## config.mk

```make
export PLATFORM = sky130hd
export DESIGN_NAME = vram_arb
export DESIGN_NICKNAME = d
export VERILOG_FILES = /design/src/rtl/vram_arb_pkg.sv /design/src/rtl/vram_rtag.sv /design/src/rtl/vram_arb.sv
export SDC_FILE = /design/constraint.sdc
export NUM_CORES = 1
export LEC_CHECK = 0
export ABC_AREA = 0
export CORE_ASPECT_RATIO = 1.25
export CORE_MARGIN = 5
export CORE_UTILIZATION = 36
export CTS_BUF_LIST = sky130_fd_sc_hd__clkbuf_4 sky130_fd_sc_hd__clkbuf_8
export DETAILED_ROUTE_END_ITERATION = 12
export PLACE_DENSITY = 0.64
export SLEW_MARGIN = 15
export SYNTH_ARGS = -nofsm -noshare
export SYNTH_HDL_FRONTEND = slang
export SYNTH_SLANG_ARGS = --single-unit
```

## constraint.sdc

```tcl
create_clock -name clk -period 2.6 [get_ports clk]
set_clock_uncertainty 0.2 [all_clocks]
set_input_delay 0.65 -clock clk [delete_from_list [all_inputs] [get_ports clk]]
set_output_delay 0.65 -clock clk [all_outputs]
set_load 0.02 [all_outputs]
```

## src/rtl/vram_arb_pkg.sv

```systemverilog
// Shared encodings for the VRAM arbiter: FSM states, read-tag layout and owner codes.
package vram_arb_pkg;

  typedef enum logic [1:0] {
    ST_IDLE = 2'd0,
    ST_DSP  = 2'd1,
    ST_HST  = 2'd2
  } arb_st_e;

  localparam int TAG_W    = 3;
  localparam int TAG_VLD  = 2;
  localparam int TAG_OWN  = 1;
  localparam int TAG_LAST = 0;

  localparam logic OWN_HOST = 1'b0;
  localparam logic OWN_DISP = 1'b1;

  function automatic logic [TAG_W-1:0] mk_tag(input logic vld, input logic own, input logic last);
    logic [TAG_W-1:0] t;
    t           = {TAG_W{1'b0}};
    t[TAG_VLD]  = vld;
    t[TAG_OWN]  = own;
    t[TAG_LAST] = last;
    return t;
  endfunction

endpackage

```

## src/rtl/vram_rtag.sv

```systemverilog
// Read-tag delay line: carries (valid, owner, last) of each issued access so the
// flags line up with vr_rdat RD_LAT cycles later.
module vram_rtag
  import vram_arb_pkg::*;
#(
  parameter int RD_LAT = 1
) (
  input  logic             clk,
  input  logic             rst_x,
  input  logic [TAG_W-1:0] tag_in,
  output logic             vld,
  output logic             own,
  output logic             last
);

  logic [TAG_W-1:0] pipe_r [RD_LAT];

  // Shift the tag one stage per cycle.
  always_ff @(posedge clk or negedge rst_x) begin
    if (!rst_x) begin
      for (int i = 0; i < RD_LAT; i++) pipe_r[i] <= {TAG_W{1'b0}};
    end else begin
      pipe_r[0] <= tag_in;
      for (int i = 1; i < RD_LAT; i++) pipe_r[i] <= pipe_r[i-1];
    end
  end

  assign vld  = pipe_r[RD_LAT-1][TAG_VLD];
  assign own  = pipe_r[RD_LAT-1][TAG_OWN];
  assign last = pipe_r[RD_LAT-1][TAG_LAST];

endmodule

```

## src/rtl/vram_arb.sv

```systemverilog
// Single-port VRAM arbiter between host byte accesses and display line bursts.
// Display has priority; a host slot is inserted after HOST_GAP consecutive display reads.
module vram_arb
  import vram_arb_pkg::*;
#(
  parameter int ADDR_W   = 16,
  parameter int RD_LAT   = 1,
  parameter int HOST_GAP = 8
) (
  input  logic              clk,
  input  logic              rst_x,
  input  logic              hst_req,
  input  logic              hst_we,
  input  logic [ADDR_W-1:0] hst_addr,
  input  logic [7:0]        hst_wdat,
  output logic              hst_ack,
  output logic [7:0]        hst_rdat,
  output logic              hst_rvld,
  input  logic              dsp_req,
  input  logic [ADDR_W-1:0] dsp_addr,
  input  logic [7:0]        dsp_len,
  output logic              dsp_ack,
  output logic [7:0]        dsp_rdat,
  output logic              dsp_rvld,
  output logic              dsp_done,
  output logic              vr_cs,
  output logic              vr_we,
  output logic [ADDR_W-1:0] vr_addr,
  output logic [7:0]        vr_wdat,
  input  logic [7:0]        vr_rdat
);

  localparam logic [7:0] GAP = 8'(HOST_GAP);

  arb_st_e           state_r, state_nxt_s;
  logic [ADDR_W-1:0] addr_r, addr_nxt_s, vaddr_s;
  logic [7:0]        rem_r, rem_nxt_s, run_r, run_nxt_s, run_inc_s, wdat_s;
  logic              bact_r, bact_nxt_s, first_r, first_nxt_s;
  logic              cs_s, we_s, hack_s, dack_s, hpend_s, last_s;
  logic [TAG_W-1:0]  tag_s, tag_r;
  logic              rt_vld_s, rt_own_s, rt_last_s;

  // Next-state and issue decode; the run counter saturates at the gap.
  always_comb begin
    state_nxt_s = state_r;
    addr_nxt_s  = addr_r;
    rem_nxt_s   = rem_r;
    run_nxt_s   = run_r;
    bact_nxt_s  = bact_r;
    first_nxt_s = first_r;
    cs_s        = 1'b0;
    we_s        = 1'b0;
    vaddr_s     = vr_addr;
    wdat_s      = vr_wdat;
    hack_s      = 1'b0;
    dack_s      = 1'b0;
    tag_s       = {TAG_W{1'b0}};
    hpend_s     = hst_req & ~hst_ack;
    last_s      = (rem_r == 8'd0);
    run_inc_s   = (run_r >= GAP) ? run_r : run_r + 8'd1;
    case (state_r)
      ST_IDLE: begin
        run_nxt_s = 8'd0;
        if (dsp_req && !dsp_ack) begin
          state_nxt_s = ST_DSP;
          addr_nxt_s  = dsp_addr;
          rem_nxt_s   = dsp_len;
          bact_nxt_s  = 1'b1;
          first_nxt_s = 1'b1;
        end else if (hpend_s) begin
          state_nxt_s = ST_HST;
        end else begin
          state_nxt_s = ST_IDLE;
        end
      end
      ST_DSP: begin
        cs_s        = 1'b1;
        vaddr_s     = addr_r;
        dack_s      = first_r;
        first_nxt_s = 1'b0;
        tag_s       = mk_tag(1'b1, OWN_DISP, last_s);
        addr_nxt_s  = addr_r + ADDR_W'(1'b1);
        run_nxt_s   = run_inc_s;
        if (last_s) begin
          bact_nxt_s  = 1'b0;
          state_nxt_s = hpend_s ? ST_HST : ST_IDLE;
        end else begin
          rem_nxt_s   = rem_r - 8'd1;
          state_nxt_s = (hpend_s && (run_inc_s >= GAP)) ? ST_HST : ST_DSP;
        end
      end
      ST_HST: begin
        cs_s        = 1'b1;
        we_s        = hst_we;
        vaddr_s     = hst_addr;
        wdat_s      = hst_wdat;
        hack_s      = 1'b1;
        tag_s       = mk_tag(~hst_we, OWN_HOST, 1'b0);
        run_nxt_s   = 8'd0;
        state_nxt_s = bact_r ? ST_DSP : ST_IDLE;
      end
      default: begin
        state_nxt_s = ST_IDLE;
      end
    endcase
  end

  // FSM and burst bookkeeping registers.
  always_ff @(posedge clk or negedge rst_x) begin
    if (!rst_x) begin
      state_r <= ST_IDLE;
      addr_r  <= {ADDR_W{1'b0}};
      rem_r   <= 8'd0;
      run_r   <= 8'd0;
      bact_r  <= 1'b0;
      first_r <= 1'b0;
    end else begin
      state_r <= state_nxt_s;
      addr_r  <= addr_nxt_s;
      rem_r   <= rem_nxt_s;
      run_r   <= run_nxt_s;
      bact_r  <= bact_nxt_s;
      first_r <= first_nxt_s;
    end
  end

  // Registered VRAM strobe, acks and the tag of the access being issued.
  always_ff @(posedge clk or negedge rst_x) begin
    if (!rst_x) begin
      vr_cs   <= 1'b0;
      vr_we   <= 1'b0;
      vr_addr <= {ADDR_W{1'b0}};
      vr_wdat <= 8'd0;
      hst_ack <= 1'b0;
      dsp_ack <= 1'b0;
      tag_r   <= {TAG_W{1'b0}};
    end else begin
      vr_cs   <= cs_s;
      vr_we   <= we_s;
      vr_addr <= vaddr_s;
      vr_wdat <= wdat_s;
      hst_ack <= hack_s;
      dsp_ack <= dack_s;
      tag_r   <= tag_s;
    end
  end

  vram_rtag #(.RD_LAT(RD_LAT)) u_rtag (
    .clk    (clk),
    .rst_x  (rst_x),
    .tag_in (tag_r),
    .vld    (rt_vld_s),
    .own    (rt_own_s),
    .last   (rt_last_s)
  );

  // Steer returning read data to its owner.
  always_ff @(posedge clk or negedge rst_x) begin
    if (!rst_x) begin
      hst_rdat <= 8'd0;
      hst_rvld <= 1'b0;
      dsp_rdat <= 8'd0;
      dsp_rvld <= 1'b0;
      dsp_done <= 1'b0;
    end else begin
      hst_rvld <= 1'b0;
      dsp_rvld <= 1'b0;
      dsp_done <= 1'b0;
      if (rt_vld_s) begin
        if (rt_own_s == OWN_DISP) begin
          dsp_rdat <= vr_rdat;
          dsp_rvld <= 1'b1;
          dsp_done <= rt_last_s;
        end else begin
          hst_rdat <= vr_rdat;
          hst_rvld <= 1'b1;
        end
      end
    end
  end

endmodule

```

; ---- Word level (Yosys, flattened, before mapping)
; Cells that the tools add are included.
[op_classes]
eq_ne = 5
reduce_logical = 15
bitwise = 4
n_addsub = 3
mul = 0
n_mux = 29
shift = 0
div = 0
n_lt_le_gt_ge = 2
[ops]
columns = cell, count
row1 = one-hot mux 16 bit (2 select lines), 2
row2 = one-hot mux 8 bit (2 select lines), 2
row3 = two-way mux 8 bit, 3
row4 = adder 16 x 1 -> 16 bit (second input constant), 1
row5 = >= comparator 8 x 4 -> 1 bit (second input constant), 2
row6 = two-way mux 16 bit, 1
row7 = two-way mux 1 bit, 13
row8 = adder 8 x 1 -> 8 bit (second input constant), 1
row9 = logical NOT 8 bit, 1
row10 = two-way mux 2 bit, 4
row11 = subtractor 8 x 1 -> 8 bit (second input constant), 1
row12 = inequality test 2 bit (second input constant), 3
row13 = one-hot mux 2 bit (3 select lines), 1
row14 = one-hot mux 3 bit (2 select lines), 1
row15 = AND reduction 2 bit, 3
row16 = AND reduction 3 bit, 2
row17 = nonzero test 2 bit, 3
row18 = one-hot mux 1 bit (2 select lines), 2
row19 = OR reduction 2 bit, 2
row20 = NOT 1 bit, 3
row21 = equality test 2 x 1 -> 1 bit (second input constant), 1
row22 = equality test 2 bit (second input constant), 1
row23 = logical AND 1 bit, 2
row24 = logical NOT 2 bit, 1
row25 = 2 further kinds, 2
[totals]
input_bits = 61
mem_count = 0
elab_cells = 77
ram_bits = 0
out_inout_bits = 47
register_bits = 89
romBits = 0
latch_bits = 0

; ---- Depth between registers and ports, before layout
[depth]
ltp_word = 7
ltp_mapped = 8
ltp_nobuf = 6

; ---- Modules after synthesis
; From an unflattened synthesis, not the netlist that was laid out.
[unflattened]
cells_unflattened = 388
area_unflattened_um2 = 4195.3
[modules_own_cells]
columns = module, cells_each, area_each_um2, seq_area_each_um2, instances
row1 = vram_arb, 385, 4120.2, 2152.1, 1
row2 = vram_rtag, 3, 75.1, 75.1, 1

; ---- Least setup slack after synthesis
; OpenSTA, ideal clock, no wires.
[synth_timing]
path_type = flip-flop to flip-flop
from = register state_r[1]
to = register addr_r[9]
setup_ps = 151
path_buffers = 2
arrival_ps = 1529
path_slack_ps = 719
required_ps = 2249
synth_period_minus_slack_ps = 1881
path_stages_with_launch = 9
path_cell_list = dfrtp_1 > inv_1 > ha_1 > buf_2 > nor2b_1 > nor2_1 > buf_2 > a22oi_1 > o311ai_0
[synth_via]
elab_chain_len = 3
word_cells_on_any_way = 6
classes_between = eq/ne (2) / mux (1) / reduce/logical (3)
[synth_lines]
columns = element, line_no
row1 = start: declaration, vram_arb.sv:35  ; arb_st_e state_r, state_nxt_s;
row2 = start signal: assignment, vram_arb.sv:118  ; state_r <= state_nxt_s;
row3 = equality test 2 x 1 -> 1 bit / logical NOT 2 bit (equally long branches), vram_arb.sv:61  ; case (state_r)
row4 = nonzero test 2 bit (no line) / inequality test 2 bit (equally long branches), -
row5 = AND reduction 2 bit (no line), -
row6 = end signal: assignment, vram_arb.sv:112  ; addr_r <= {ADDR_W{1'b0}};
row7 = end signal: assignment, vram_arb.sv:119  ; addr_r <= addr_nxt_s;
row8 = end: declaration, vram_arb.sv:36  ; logic [ADDR_W-1:0] addr_r, addr_nxt_s, vaddr_s;
; Parallel ways exist; a longest one is shown, timed or not.
; A chain may end at the register's enable or synchronous reset.

; ---- Final worst setup path
[layout_timing]
from = register hst_ack
to = output port hst_ack
[layout_lines]
columns = element, line_no
row1 = start: declaration, vram_arb.sv:16  ; output logic hst_ack,
row2 = start signal: assignment, vram_arb.sv:142  ; hst_ack <= hack_s;
; No word-level cell between the ends.

==> results <==
- The clock tree from TritonCTS is built.
- After synthesis, the cell types taking the most area are dfrtp_1, mux2_2, mux2i_1.
- The library cell used most frequently in the layout, excluding fill and tap cells, is clkdlybuf4s50_1.
- The detailed router finished its first iteration with 161 violations.
- The number of gates resized after CTS was 0.
- The initial antenna violation count was 0.
- The maximum fanout count along the critical path is 3.
- IR analysis of the VDD net gives a maximum drop of 356 uV.
- The type of the setup path with the least slack is reg -> out.
- For this run the aggregate overflow at the end of global routing stands at 0.
- The worst register-to-register path begins at state_r[1].
- For this run, the detailed router's first-pass iteration total came to 5.
- The critical path data required time is 1.75 ns.
- The predominant post-synthesis flop cell is dfrtp_1.
- The leakage power summed over all cells is 2.36 nW.
- The highest clock rate is 0.439 GHz.
- The yosys synthesis warning count is 0.
- Setup repair after global routing left no endpoint under its margin.
- The power spent charging and discharging nets is 0.00294 W.
- The via count of the first global-routing pass came to 3,537.
- The run finished with clean final reports.
- The worst max-slew margin expressed relative to the limit is 68.8%.
- The hold violation count in the final report came to 0.
- The leading area contributor after synthesis is dfrtp_1.
- In this run the mean area of a mapped cell was 11.0 sq um.
- The height of the chip is 132 um.
- Among cell families on the critical path, the largest total delay comes from buffers and inverters.
- Clock-pin slew was measured on the worst setup and hold paths at 0.09 ns.
- The remaining number of nets flagged by the antenna check after routing is 0.
- The worst path buffer plus inverter count is 1.
- The max capacitance violation total is 0.
- Wires add up to 10,700 um.
- The cell chosen for the clock root is clkbuf_8.
- Buffers inserted during clock tree synthesis total 9.
- Combinational logic burns 50.0% of the power.
- The filler cell count is 1,079.
- Data arrives at the worst endpoint at 1.43 ns.
- The startpoint of the most critical setup path is hst_ack.
- The net count of the finished layout is 568.
- The number of enable-type register cells in the synthesized netlist is 0.
- The worst setup path is captured at an output pin.
- The post-synthesis async set-or-reset flop share is 100%.
- After legalization and detailed placement, the total HPWL measured 7800 um.
- The share of total power dissipated in the clock network is 13.9%.
- The total number of clock tree sinks is 89.
- The number of nets in the synthesized netlist is 459.
- At the later pin of the worst-skew pair, clock insertion delay measures 0.36 ns.
- The cell area after synthesis is 0.00426 sq mm.
- Power spread over the standard cell area amounts to 1240 mW/mm^2.
- The placeable core region is 0.0116 sq mm.
- For this design, the slowest cell found on the critical path is clkdlybuf4s50_1.
- Buffers inserted to repair hold after CTS numbered 0.
- The part of the Yosys area used for sequential elements is 52.3%.
- The share of the synthesized area in the top cell type is 52.3%.
- The most critical setup path has its endpoint at hst_ack.
- The total setup buffers inserted after CTS is 0.
- The average via count per standard cell is 5.11.
- The path depth of the worst reg2reg path is 6.
- The share of the clock period used by the worst path after layout is 87.5%.
- The count of buffers added on input and output ports is 107.
- Setup slack closes at 0.324 ns.
- The max-slew violation count is 0.
- STA classifies the critical path startpoint as a register.
- In the layout the commonest cells are clkdlybuf4s50_1, dfrtp_1, a21oi_1.
- The share of post-route cells with drive strength above 1 is 13.5%.
- The initial utilization of the core area, before any placement, comes to 36.6%.
- The maximum clock path buffer count is 2.
- Entering global routing, the biggest net connects 64 pins.
- In the routed design, unresolved DRC markers number 0.
- In the final timing run, aggregate negative setup slack is 0 ns.
- In this run the number of cells on the critical path is 1.
- The die is 107 um wide.
- The first global-routing pass estimated 17,800 um of wire.
- The count of unique library cells instantiated by Yosys is 54.
- Before CTS, the worst setup slack after placement is 0.219 ns.
- The total I/O pin count is 108.
- The maximum single-stage delay on the critical path is 0.63 ns.
- The number of failing setup endpoints in the final timing report is 0.
- The synthesized design contains 89 register bits.
- The synthesized instance count is 388.
- The area growth from synthesis to layout is 35.2%.
- Counting I/O delays and the setup requirement, the final critical path takes 2.28 ns.
- The area enclosed by the die boundary is 0.0141 sq mm.
- The worst register-to-register path has a setup slack of 0.43 ns.
- The critical path goes through clkdlybuf4s50_1.
- Cell internal power was estimated by the tool at 0.00417 W.
- The count of standard-cell rows is 44.
- Of the total power, the share spent switching nets is 41.4%.
- The endpoint identified for the worst register-to-register timing path is rem_r[5].
- The H-tree was split into 3 levels.
- The type of the tightest min-delay check is in -> async.
- The weighted congestion reported at the end of routability-driven placement is 0.851.
- Sequential cells burn 36.2% of the power.
- The routed length per instance is 16.1 um.
- For the pin with the worst max-slew slack, the measured transition is 0.467 ns.
- Across all layers, the routed design uses 3,391 vias.
- For this run, the total global-route usage over all layers was measured as 15.6%.
- The count of antenna diodes in the layout is 0.
==> routing by layer <==
metal	routed length [um]	part of all wire [%]	vias to the layer above	global-route usage, %
met4	263	2.5	0	6.68
met3	470	4.4	19	3.24
met1	4490	42	1658	19.3
met5	0	0	-	0
li1	-	-	1624	-
met2	5430	51	90	26.0
==> worst min path at each step <==
stage                        to      from  slack (ns)
2_1_floorplan  u_rtag.pipe_r[0]  tag_r[0]        0.13
3_3_place_gp   u_rtag.pipe_r[0]  tag_r[0]        0.14
3_5_place_dp   u_rtag.pipe_r[0]  tag_r[0]        0.13
4_1_cts              vr_addr[2]     rst_x      0.0003
5_1_grt               addr_r[7]     rst_x        0.01
6_report             vr_addr[2]     rst_x       0.008
==> kinds of logic (layout without fill, tap and decap cells) <==
group / after synthesis / count (layout) / share of synthesized area, %
flops: 89 / 89 / 52.3
compound gates: 84 / 84 / 12.7
fa+ha+maj: 10 / 10 / 2.94
simple gates: 120 / 120 / 16.0
mux: 49 / 49 / 12.3
buf+inv: 34 / 148 / 3.29
xor+xnor: 2 / 2 / 0.412
==> synthesized netlist by cell type (2+ instances only) <==
| master | n |
|---|---|
| a2111oi_0 | 2 |
| a21oi_1 | 34 |
| a22oi_1 | 6 |
| a31oi_1 | 2 |
| and2_1 | 7 |
| and3_1 | 5 |
| and4_1 | 4 |
| buf_2 | 9 |
| clkbuf_1 | 11 |
| dfrtp_1 | 89 |
| ha_1 | 10 |
| inv_1 | 13 |
| mux2_2 | 25 |
| mux2i_1 | 24 |
| nand2_1 | 18 |
| nand2b_1 | 5 |
| nand3_1 | 6 |
| nand4_1 | 7 |
| nand4_2 | 2 |
| nor2_1 | 32 |
| nor2b_1 | 3 |
| nor3_1 | 13 |
| nor4_1 | 6 |
| o21ai_0 | 17 |
| o221a_2 | 2 |
| o22ai_1 | 6 |
| o311ai_0 | 2 |
| xnor2_1 | 2 |
==> per-stage QoR <==
stage	instance area (sq um)	util, %	cells	power, W	hold WS, ns
global route	5750	49.5	663	0.00765	0.0108
detailed placement	5550	47.8	647	0.00618	0.135
finish	5750	49.5	663	0.00711	0.00844
floorplan	4260	-	388	0.00475	0.131
CTS	5750	49.5	663	0.00718	0.000340
global placement	5550	47.8	647	0.00607	0.136
==> registers in the layout (all words and copies together), names as in the netlist, 2 cells and up <==
register	flops
u_rtag.pipe_r	3
vr_wdat	8
run_r	8
dsp_rdat	8
hst_rdat	8
state_r	2
vr_addr	16
rem_r	8
tag_r	3
addr_r	16
==> cell type report <==
cell class	instances	area (sq um)	area share [%]
well taps	161	201	3.50
clock inverters	6	72.6	1.26
clock buffers	10	131	2.28
repair buffers	119	1180	20.6
inverters	13	48.8	0.848
flip-flops and latches	89	2230	38.7
multi-input cells	265	1890	32.8
==> worst reg2reg max path: cells and delay by family (launching register included) <==
| kind | cells | cell delay, ns |
|---|---|---|
| adder cells (fa/ha/maj) | 1 | 0.29 |
| buffers and inverters | 2 | 0.43 |
| AO/OA/AOI/OAI | 2 | 0.49 |
| AND/OR/NAND/NOR | 1 | 0.27 |
| flip-flops | 1 | 0.42 |
==> power groups by stage <==
stage,registers (W),clock network [W],logic (W)
6_report,0.00257,0.000985,0.00355
5_1_grt,0.00268,0.00108,0.00389
4_1_cts,0.00258,0.00102,0.00359
3_5_place_dp,0.00261,0,0.00358
3_3_place_gp,0.00258,0,0.00349
2_1_floorplan,0.00286,0,0.00189
(Power assumes the default switching activity.)
